$ cat src/rtl/fp_seq_multiplier.sv
// -----------------------------------------------------------------------------
// fp_seq_multiplier
//
// Iterative radix-2 Booth signed fixed-point multiplier for the FC-layer
// datapath. It sits between the weight/activation fetch logic and the FC
// accumulator. Each operation takes SIZE Booth steps, one per clock.
//
// Parameters
//   SIZE      operand/result width, two's complement (SIZE >= 4)
//   PRECISION fraction bits of operands and result (1 <= PRECISION < SIZE)
//   SATURATE  1: clamp to max/min on overflow, 0: wrap (keep low SIZE bits)
//
// Build option
//   FP_SEQ_MULT_ROUND_EN  defined   : round half-up before the fraction shift
//                         undefined : truncate toward -inf (arithmetic shift)
//   Latency and handshake are the same in both builds.
//
// Ports
//   clk           in   1     rising-edge clock
//   rst_n         in   1     asynchronous active-low reset
//   in_valid      in   1     operands present
//   in_ready      out  1     block can accept operands (high only in IDLE)
//   multiplicand  in   SIZE  signed operand A
//   multiplier    in   SIZE  signed operand B
//   out_valid     out  1     product/overflow valid (high only in DONE)
//   out_ready     in   1     downstream accepts the result
//   product       out  SIZE  signed fixed-point result
//   overflow      out  1     result not representable in SIZE bits
//
// Handshake: a transfer happens on a rising edge where valid and ready are
// both high. in_valid is only looked at in IDLE, out_ready only in DONE.
// out_valid, product and overflow stay stable until the transfer. Operands
// are sampled on the accept edge only.
//
// Timing: accept edge -> SIZE BUSY steps -> out_valid rises exactly SIZE
// cycles after the accept edge. With out_ready held high, a new operand pair
// can be accepted every SIZE+2 cycles.
// -----------------------------------------------------------------------------
module fp_seq_multiplier #(
  parameter int SIZE      = 16,
  parameter int PRECISION = 11,
  parameter int SATURATE  = 1
) (
  input  logic            clk,
  input  logic            rst_n,
  input  logic            in_valid,
  output logic            in_ready,
  input  logic [SIZE-1:0] multiplicand,
  input  logic [SIZE-1:0] multiplier,
  output logic            out_valid,
  input  logic            out_ready,
  output logic [SIZE-1:0] product,
  output logic            overflow
);

  // ---------------------------------------------------------------------------
  // Constants
  // ---------------------------------------------------------------------------
  // The accumulator upper half is one bit wider than the operands. Without
  // this guard bit, subtracting the most-negative multiplicand would overflow
  // the partial sum. With it, every Booth step is exact.
  localparam int AW = 2 * SIZE + 2;
  localparam int CW = $clog2(SIZE + 1);
  localparam int RW = 2 * SIZE + 1;

  localparam logic [1:0] ST_IDLE = 2'd0;
  localparam logic [1:0] ST_BUSY = 2'd1;
  localparam logic [1:0] ST_DONE = 2'd2;

  localparam logic [CW-1:0] LAST_STEP = CW'(SIZE - 1);

`ifdef FP_SEQ_MULT_ROUND_EN
  // Half an output LSB, added before the fraction shift.
  localparam logic [RW-1:0] RND_ADD = {{(RW-1){1'b0}}, 1'b1} << (PRECISION - 1);
`else
  localparam logic [RW-1:0] RND_ADD = '0;
`endif

  localparam logic [SIZE-1:0] MAX_POS = {1'b0, {(SIZE-1){1'b1}}};
  localparam logic [SIZE-1:0] MAX_NEG = {1'b1, {(SIZE-1){1'b0}}};

  // ---------------------------------------------------------------------------
  // State
  // ---------------------------------------------------------------------------
  logic [1:0]      state;      // FSM state, visible for checkers
  logic [SIZE-1:0] mcand;      // latched multiplicand A
  logic [AW-1:0]   acc;        // {upper(SIZE+1), multiplier(SIZE), booth bit}
  logic [CW-1:0]   cnt;        // Booth steps already done

  // ---------------------------------------------------------------------------
  // One Booth step: add or subtract A on the upper half, then shift right
  // arithmetically by one bit.
  // ---------------------------------------------------------------------------
  logic [SIZE:0]   upper;
  logic [SIZE:0]   upper_sum;
  logic [SIZE:0]   mcand_ext;
  logic [AW-1:0]   acc_step;

  always_comb begin
    upper     = acc[AW-1:SIZE+1];
    mcand_ext = {mcand[SIZE-1], mcand};
    upper_sum = upper;
    case (acc[1:0])
      2'b01:   upper_sum = upper + mcand_ext;
      2'b10:   upper_sum = upper - mcand_ext;
      default: upper_sum = upper;
    endcase
    acc_step = {upper_sum[SIZE], upper_sum, acc[SIZE:1]};
  end

  // ---------------------------------------------------------------------------
  // Result formatting, evaluated on the accumulator value after the final
  // step. After SIZE steps the full 2*SIZE-bit product sits in acc[2*SIZE:1].
  // ---------------------------------------------------------------------------
  logic [2*SIZE-1:0]        p_full;
  logic signed [RW-1:0]     p_ext;
  logic signed [RW-1:0]     r_ext;
  logic [SIZE+1:0]          r_high;
  logic                     ovf_next;
  logic [SIZE-1:0]          prod_next;

  always_comb begin
    p_full = acc_step[2*SIZE:1];
    // The rounding add is done one bit wider than the product, so it cannot
    // wrap even for the largest positive product.
    p_ext  = {p_full[2*SIZE-1], p_full} + RND_ADD;
    r_ext  = p_ext >>> PRECISION;
    // The value fits in SIZE bits only when everything from the result sign
    // bit upward is a plain sign extension.
    r_high   = r_ext[RW-1:SIZE-1];
    ovf_next = !((&r_high) || (~|r_high));
    if ((SATURATE != 0) && ovf_next) begin
      // The clamp direction comes from the sign of the exact product.
      prod_next = p_full[2*SIZE-1] ? MAX_NEG : MAX_POS;
    end else begin
      prod_next = r_ext[SIZE-1:0];
    end
  end

  // ---------------------------------------------------------------------------
  // Control FSM: IDLE -> BUSY -> DONE -> IDLE
  // ---------------------------------------------------------------------------
  always_ff @(posedge clk or negedge rst_n) begin
    if (!rst_n) begin
      state    <= ST_IDLE;
      mcand    <= '0;
      acc      <= '0;
      cnt      <= '0;
      product  <= '0;
      overflow <= 1'b0;
    end else begin
      case (state)
        ST_IDLE: begin
          if (in_valid) begin
            mcand <= multiplicand;
            acc   <= {{(SIZE+1){1'b0}}, multiplier, 1'b0};
            cnt   <= '0;
            state <= ST_BUSY;
          end
        end
        ST_BUSY: begin
          acc <= acc_step;
          cnt <= cnt + CW'(1);
          if (cnt == LAST_STEP) begin
            product  <= prod_next;
            overflow <= ovf_next;
            state    <= ST_DONE;
          end
        end
        ST_DONE: begin
          if (out_ready) begin
            state <= ST_IDLE;
          end
        end
        default: state <= ST_IDLE;
      endcase
    end
  end

  assign in_ready  = (state == ST_IDLE);
  assign out_valid = (state == ST_DONE);

endmodule

$ cat config.mk
export PLATFORM = sky130hd
export DESIGN_NAME = fp_seq_multiplier
export DESIGN_NICKNAME = d
export VERILOG_FILES = /design/src/rtl/fp_seq_multiplier.sv
export SDC_FILE = /design/constraint.sdc
export NUM_CORES = 1
export LEC_CHECK = 0
export ABC_CLOCK_PERIOD_IN_PS = 4200
export CAP_MARGIN = 40
export CORE_ASPECT_RATIO = 2
export CORE_MARGIN = 1.5
export CORE_UTILIZATION = 47
export CTS_CLUSTER_DIAMETER = 80
export CTS_CLUSTER_SIZE = 20
export DETAILED_ROUTE_END_ITERATION = 10
export PLACE_DENSITY = 0.79
export SLEW_MARGIN = 10
export SYNTH_ARGS = -nofsm -noshare
export SYNTH_HDL_FRONTEND = slang
export SYNTH_SLANG_ARGS = --single-unit
$ cat constraint.sdc
create_clock -name clk -period 4.2 [get_ports clk]
set_input_delay 0.84 -clock clk [delete_from_list [all_inputs] [get_ports clk]]
set_output_delay 0.84 -clock clk [all_outputs]
set_load 0.01 [all_outputs]
After elaboration in Yosys (flattened, before gate mapping):

Cells that the tools add are included.

* register bits: 74
* output and inout port bits: 19

* mux-type cells: 11
* reductions and logical operators: 11
* equality and inequality tests: 8
* add/sub/neg operators: 3

Operator list (number)
* $pmux 34 s2: 1
* $mux 34: 1
* $pmux 17 s2: 1
* $mux 16: 2
* $add 17x17->17: 1
* $sub 17x17->17: 1
* $pmux 5 s2: 1
* $mux 2: 3
* $pmux 2 s3: 1
* $reduce_and 2->1: 3
* $reduce_and 6->1: 1
* $reduce_or 6->1: 1
* $add 5x1->5 const B: 1
* $eq 5x4->1 const B: 1
* $mux 5: 1
* $eq 2x1->1 const B: 2
* $eq 2x2->1 const B: 2
* $ne 2x2->1 const B: 2
* $reduce_and 3->1: 1
* $logic_not 1->1: 2
* $logic_not 2->1: 1
* $ne 2x1->1 const B: 1
* $reduce_bool 2->1: 1
* $logic_or 1x1->1: 1

Longest topological paths before layout:

* depth after elaboration: 6
* depth in mapped cells: 18
* depth with buffers taken out: 16

Least setup slack after synthesis:

Ideal clock, no wire load.

* path kind: flip-flop to flip-flop
* from: register mcand[3]
* to: register product[10]
* period minus slack after synthesis: 3.491 ns
* path slack: 0.709 ns
* data arrival time: 3.369 ns
* stages on the path, launching flop included: 17
* data required time: 4.079 ns
* cells stage by stage: dfrtp_1 nor3_2 and3_1 and2_2 a21oi_1 xnor2_1 ha_1 a21oi_2 o21ai_2 a21o_1 or4_4 nand2_4 xnor2_2 nand2b_4 or2_4 buf_6 o221a_4

* word-level cells in the longest chain between the ends: 6

RTL lines
* from (decl): line 86 `logic [SIZE-1:0] mcand;`
* from (signal assigned): line 155 `mcand <= multiplicand;`
* $sub 17x17->17 or $add 17x17->17 (tied branches): line 105, 104
* $pmux 17 s2 (*): line 103 `case (acc[1:0])`
* $reduce_or 6->1: line 131 `ovf_next = !((&r_high) || (~|r_high));`
* $logic_not 1->1: line 131
* $logic_or 1x1->1: line 131
* $mux 16 (*): line 132 `if ((SATURATE != 0) && ovf_next) begin`
* to (signal assigned): line 165 `product <= prod_next;`
* to (decl): line 52 `output logic [SIZE-1:0] product,`

Every way passes the cells marked *; elsewhere a longest branch is shown, timed or not.
A chain may end at the register's enable or synchronous reset.

Worst setup path after layout:

* from: register mcand[1]
* to: register overflow

* word-level cells in the longest chain between the ends: 6

RTL lines
* $sub 17x17->17 or $add 17x17->17 (tied branches): line 105, 104
* $pmux 17 s2 (*): line 103
* $reduce_or 6->1: line 131
* $logic_not 1->1: line 131
* $logic_or 1x1->1 (*): line 131
* $logic_not 1->1 (*): line 131
* to (signal assigned): line 166 `overflow <= ovf_next;`
* to (decl): line 53 `output logic overflow`

Marked as above.

==> key figures <==
Yosys
  – Post-synth EDFFs: 0
  – Post-synth cell types: slightly above 70
  – Synthesized Nets: between 500 and 600
  – Leading register cell type out of synthesis: dfrtp_1
  – Syn Inst Count: 501
  – Synth Area in Adders: under 10%
  – Post-synthesis sequential area ratio: approximately two fifths
  – Main combinational cell family by area after synthesis: compound AO/OA/AOI/OAI gates
  – Syn_area_per_cell: roughly 9.4 um2
  – Simple-Gate Fraction of Synth Area: 17.7%
  – Mapped cell area: 4730 um2
  – Post-synthesis compound-gate area fraction: a little over a fifth
  – Most common cell in the netlist: nand2_1
  – Mux cell area share after synthesis: between 7 and 8%
  – Synth Register Bits: between 70 and 80
  – Synth async-reset ratio: 100%
  – Synth top area share: roughly two fifths
  – Xor/xnor cell area share of the yosys netlist: 5.16%
  – Yosys top cell by area: dfrtp_1
  – Synth top cells by count: nand2_1 (78), dfrtp_1 (73), o21ai_0 (52)
  – Synth top area cells: dfrtp_1 (39%), nand2_1 (6.2%), o21ai_0 (5.5%)
  – YS warnings: 0

Floorplanning
  – Die Ht: 145 um
  – Initial Utilization: 48.5%
  – Die area: 10700 um2
  – Die Width: between 70 and 80 um
  – Core ar.: between 9000 and 10000 um2
  – IO Pins: 55
  – FP Rows: 51

CTS
  – Num CTS Buffers: 9
  – CTS Root Cell: clkbuf_16
  – Max clock buf depth: 2
  – H-tree levels: 3
  – CTS tree: yes
  – Count of clock tree sinks: 73
  – Hold_buf cts: 0
  – Latest clock arrival within the worst-skew pair: roughly 0.34 ns
  – Clock Pin Slew Worst Setup and Hold Paths: ~0.06 ns

Final layout
  – Nets: just over 600
  – P&R area growth vs syn: 20.9%
  – Ant. Diodes: 0
  – Fin util: roughly three fifths
  – Share of cells above drive strength 1: between 10% and 20%
  – Final Non-Filler Cells: 690

GRT
  – Initial antenna violation count: 0
  – Total gr overflow: 0
  – Largest net degree at the start of global routing: 61
  – Vias in the first global route: 4271
  – First-pass GRT wire length: between 20000 and 25000 um
  – Gr usage total: approximately a quarter

STA
  – Worst-Margin Slew: approximately 0.75 ns
  – Max_slew headroom: about 50%
  – Max Fclk: approximately 260 MHz
  – Unrepaired setup endpoints after global routing: false
  – Final period utilization: between 90% and 100%
  – Hold Violations, Final: 0
  – Setup TNS: 0 ns
  – Final Skew: between 0.006 and 0.007 ns
  – Period minus WS final: around 4 ns
  – # setup viols final: 0
  – Max-slew violations: 0

Routing
  – WL/cell: 17.9 um
  – Final wirelength: roughly 12000 um
  – Remaining antenna violation count: 0
  – Vias post-DR: approximately 4000
  – DRT Pass-1 Iters: 5
  – Iteration-0 DRC Markers: 209
  – # DRC: 0
  – Vias per cell: about 5.8

Placed design
  – Dpl cells: around 670
  – GPL Wtd Cong: 1.00
  – Number of port buffers: between 50 and 60
  – Hpwl dp: ~9400 um

Worst setup path
  – Critical Path End Type: flip-flop
  – WS Path Type: flip-flop to flip-flop
  – Arrival @ worst endpoint: roughly 4.1 ns
  – Worst Path Max Fanout: 4
  – Startpoint Class: flip-flop
  – Critical path required time: around 4.4 ns

Outcome
  – Status: complete, no violations

Hold path
  – Class of the worst hold path: input pin to async pin

Flow run
  – Max-capacitance violation count: 0
-- stage by stage --
step	cell area, um2	hold WS [ns]	setup WS (ns)
after floorplan	4730	0.449	0.709
after global placement	5350	0.463	0.337
after detailed placement	5390	0.479	0.308
after CTS	5710	0.429	0.279
after global routing	5720	0.445	0.0227
final	5720	0.434	0.286
-- logic make-up (layout without fill, tap and decap cells) --
group           Yosys count  count (layout)
fa+ha+maj                21              21
simple gates            172             172
flops                    73              73
buf+inv                  42              99
xor+xnor                 27              27
mux                      32              32
compound gates          134             134
-- placed cells by master, fill, tap and decap left out, types with 3 or more instances in the layout --
master,count
mux2i_1,16
ha_1,18
nand2_1,78
nand2b_1,8
xor2_1,9
o22ai_1,8
o21ai_0,52
o221a_4,10
o211ai_1,5
nor4_1,3
dfrtp_1,73
nand3_1,15
o21a_1,3
clkbuf_16,9
a21oi_1,27
and2_1,3
nor2_1,31
buf_4,11
clkdlybuf4s50_1,53
inv_1,16
nor3_1,7
mux2_2,16
nand4_1,4
and2_2,3
xnor2_1,17
-- sequential cells by signal, indices dropped and copies added (netlist names) --
signal,count
acc,33
overflow,1
product,16
cnt,5
state,2
mcand,16
-- layout make-up --
cell class	count	area, um2
clock buffers	9	225
clock inverters	7	93.8
fillers	823	4040
inverters	16	60.1
multi-input cells	386	2690
flip-flops and latches	73	1830
well taps	132	165
repair buffers	67	661
-- worst paths after layout --
check                              start   endpoint  slack [ns]  cells after the start
worst max-delay path            mcand[1]   overflow        0.29                     16
worst min-delay path               rst_n  mcand[15]        0.43                      2
worst max register to register  mcand[1]   overflow        0.29                     16
worst min register to register    acc[5]     acc[4]        0.49                      2
max in group asynchronous          rst_n    acc[14]        3.21                      3
min in group clk                  acc[5]     acc[4]        0.49                      2
-- metal layers --
metal	vias up	global-route usage, %	routed length [um]
li1	1890	-	-
met1	1929	24.8	4240
met2	123	45.4	6860
met3	54	3.12	283
met4	0	20.1	939
met5	-	0	0
-- worst max-delay path, stage by stage (launching register included) --
cell and delay, ns:
dfrtp_1 0.41, inv_1 0.13, ha_1 0.23, nand2_1 0.09
nor4_1 0.22, nor2_1 0.09, xnor2_1 0.15, ha_1 0.38
a21oi_1 0.15, buf_4 0.17, and2_1 0.17, a211o_1 0.31
a211oi_1 0.33, nand4_1 0.27, or4_1 0.46, o211ai_1 0.12
a31oi_1 0.07
-- repair_timing --
action | CTS | global route
endpoints found under the setup margin | 0 | 12
resized for setup | 0 | 3
setup buffers | 0 | 0
Power is not shown: default switching activity piles up to over one toggle a cycle in this logic, so the estimate is an artifact.
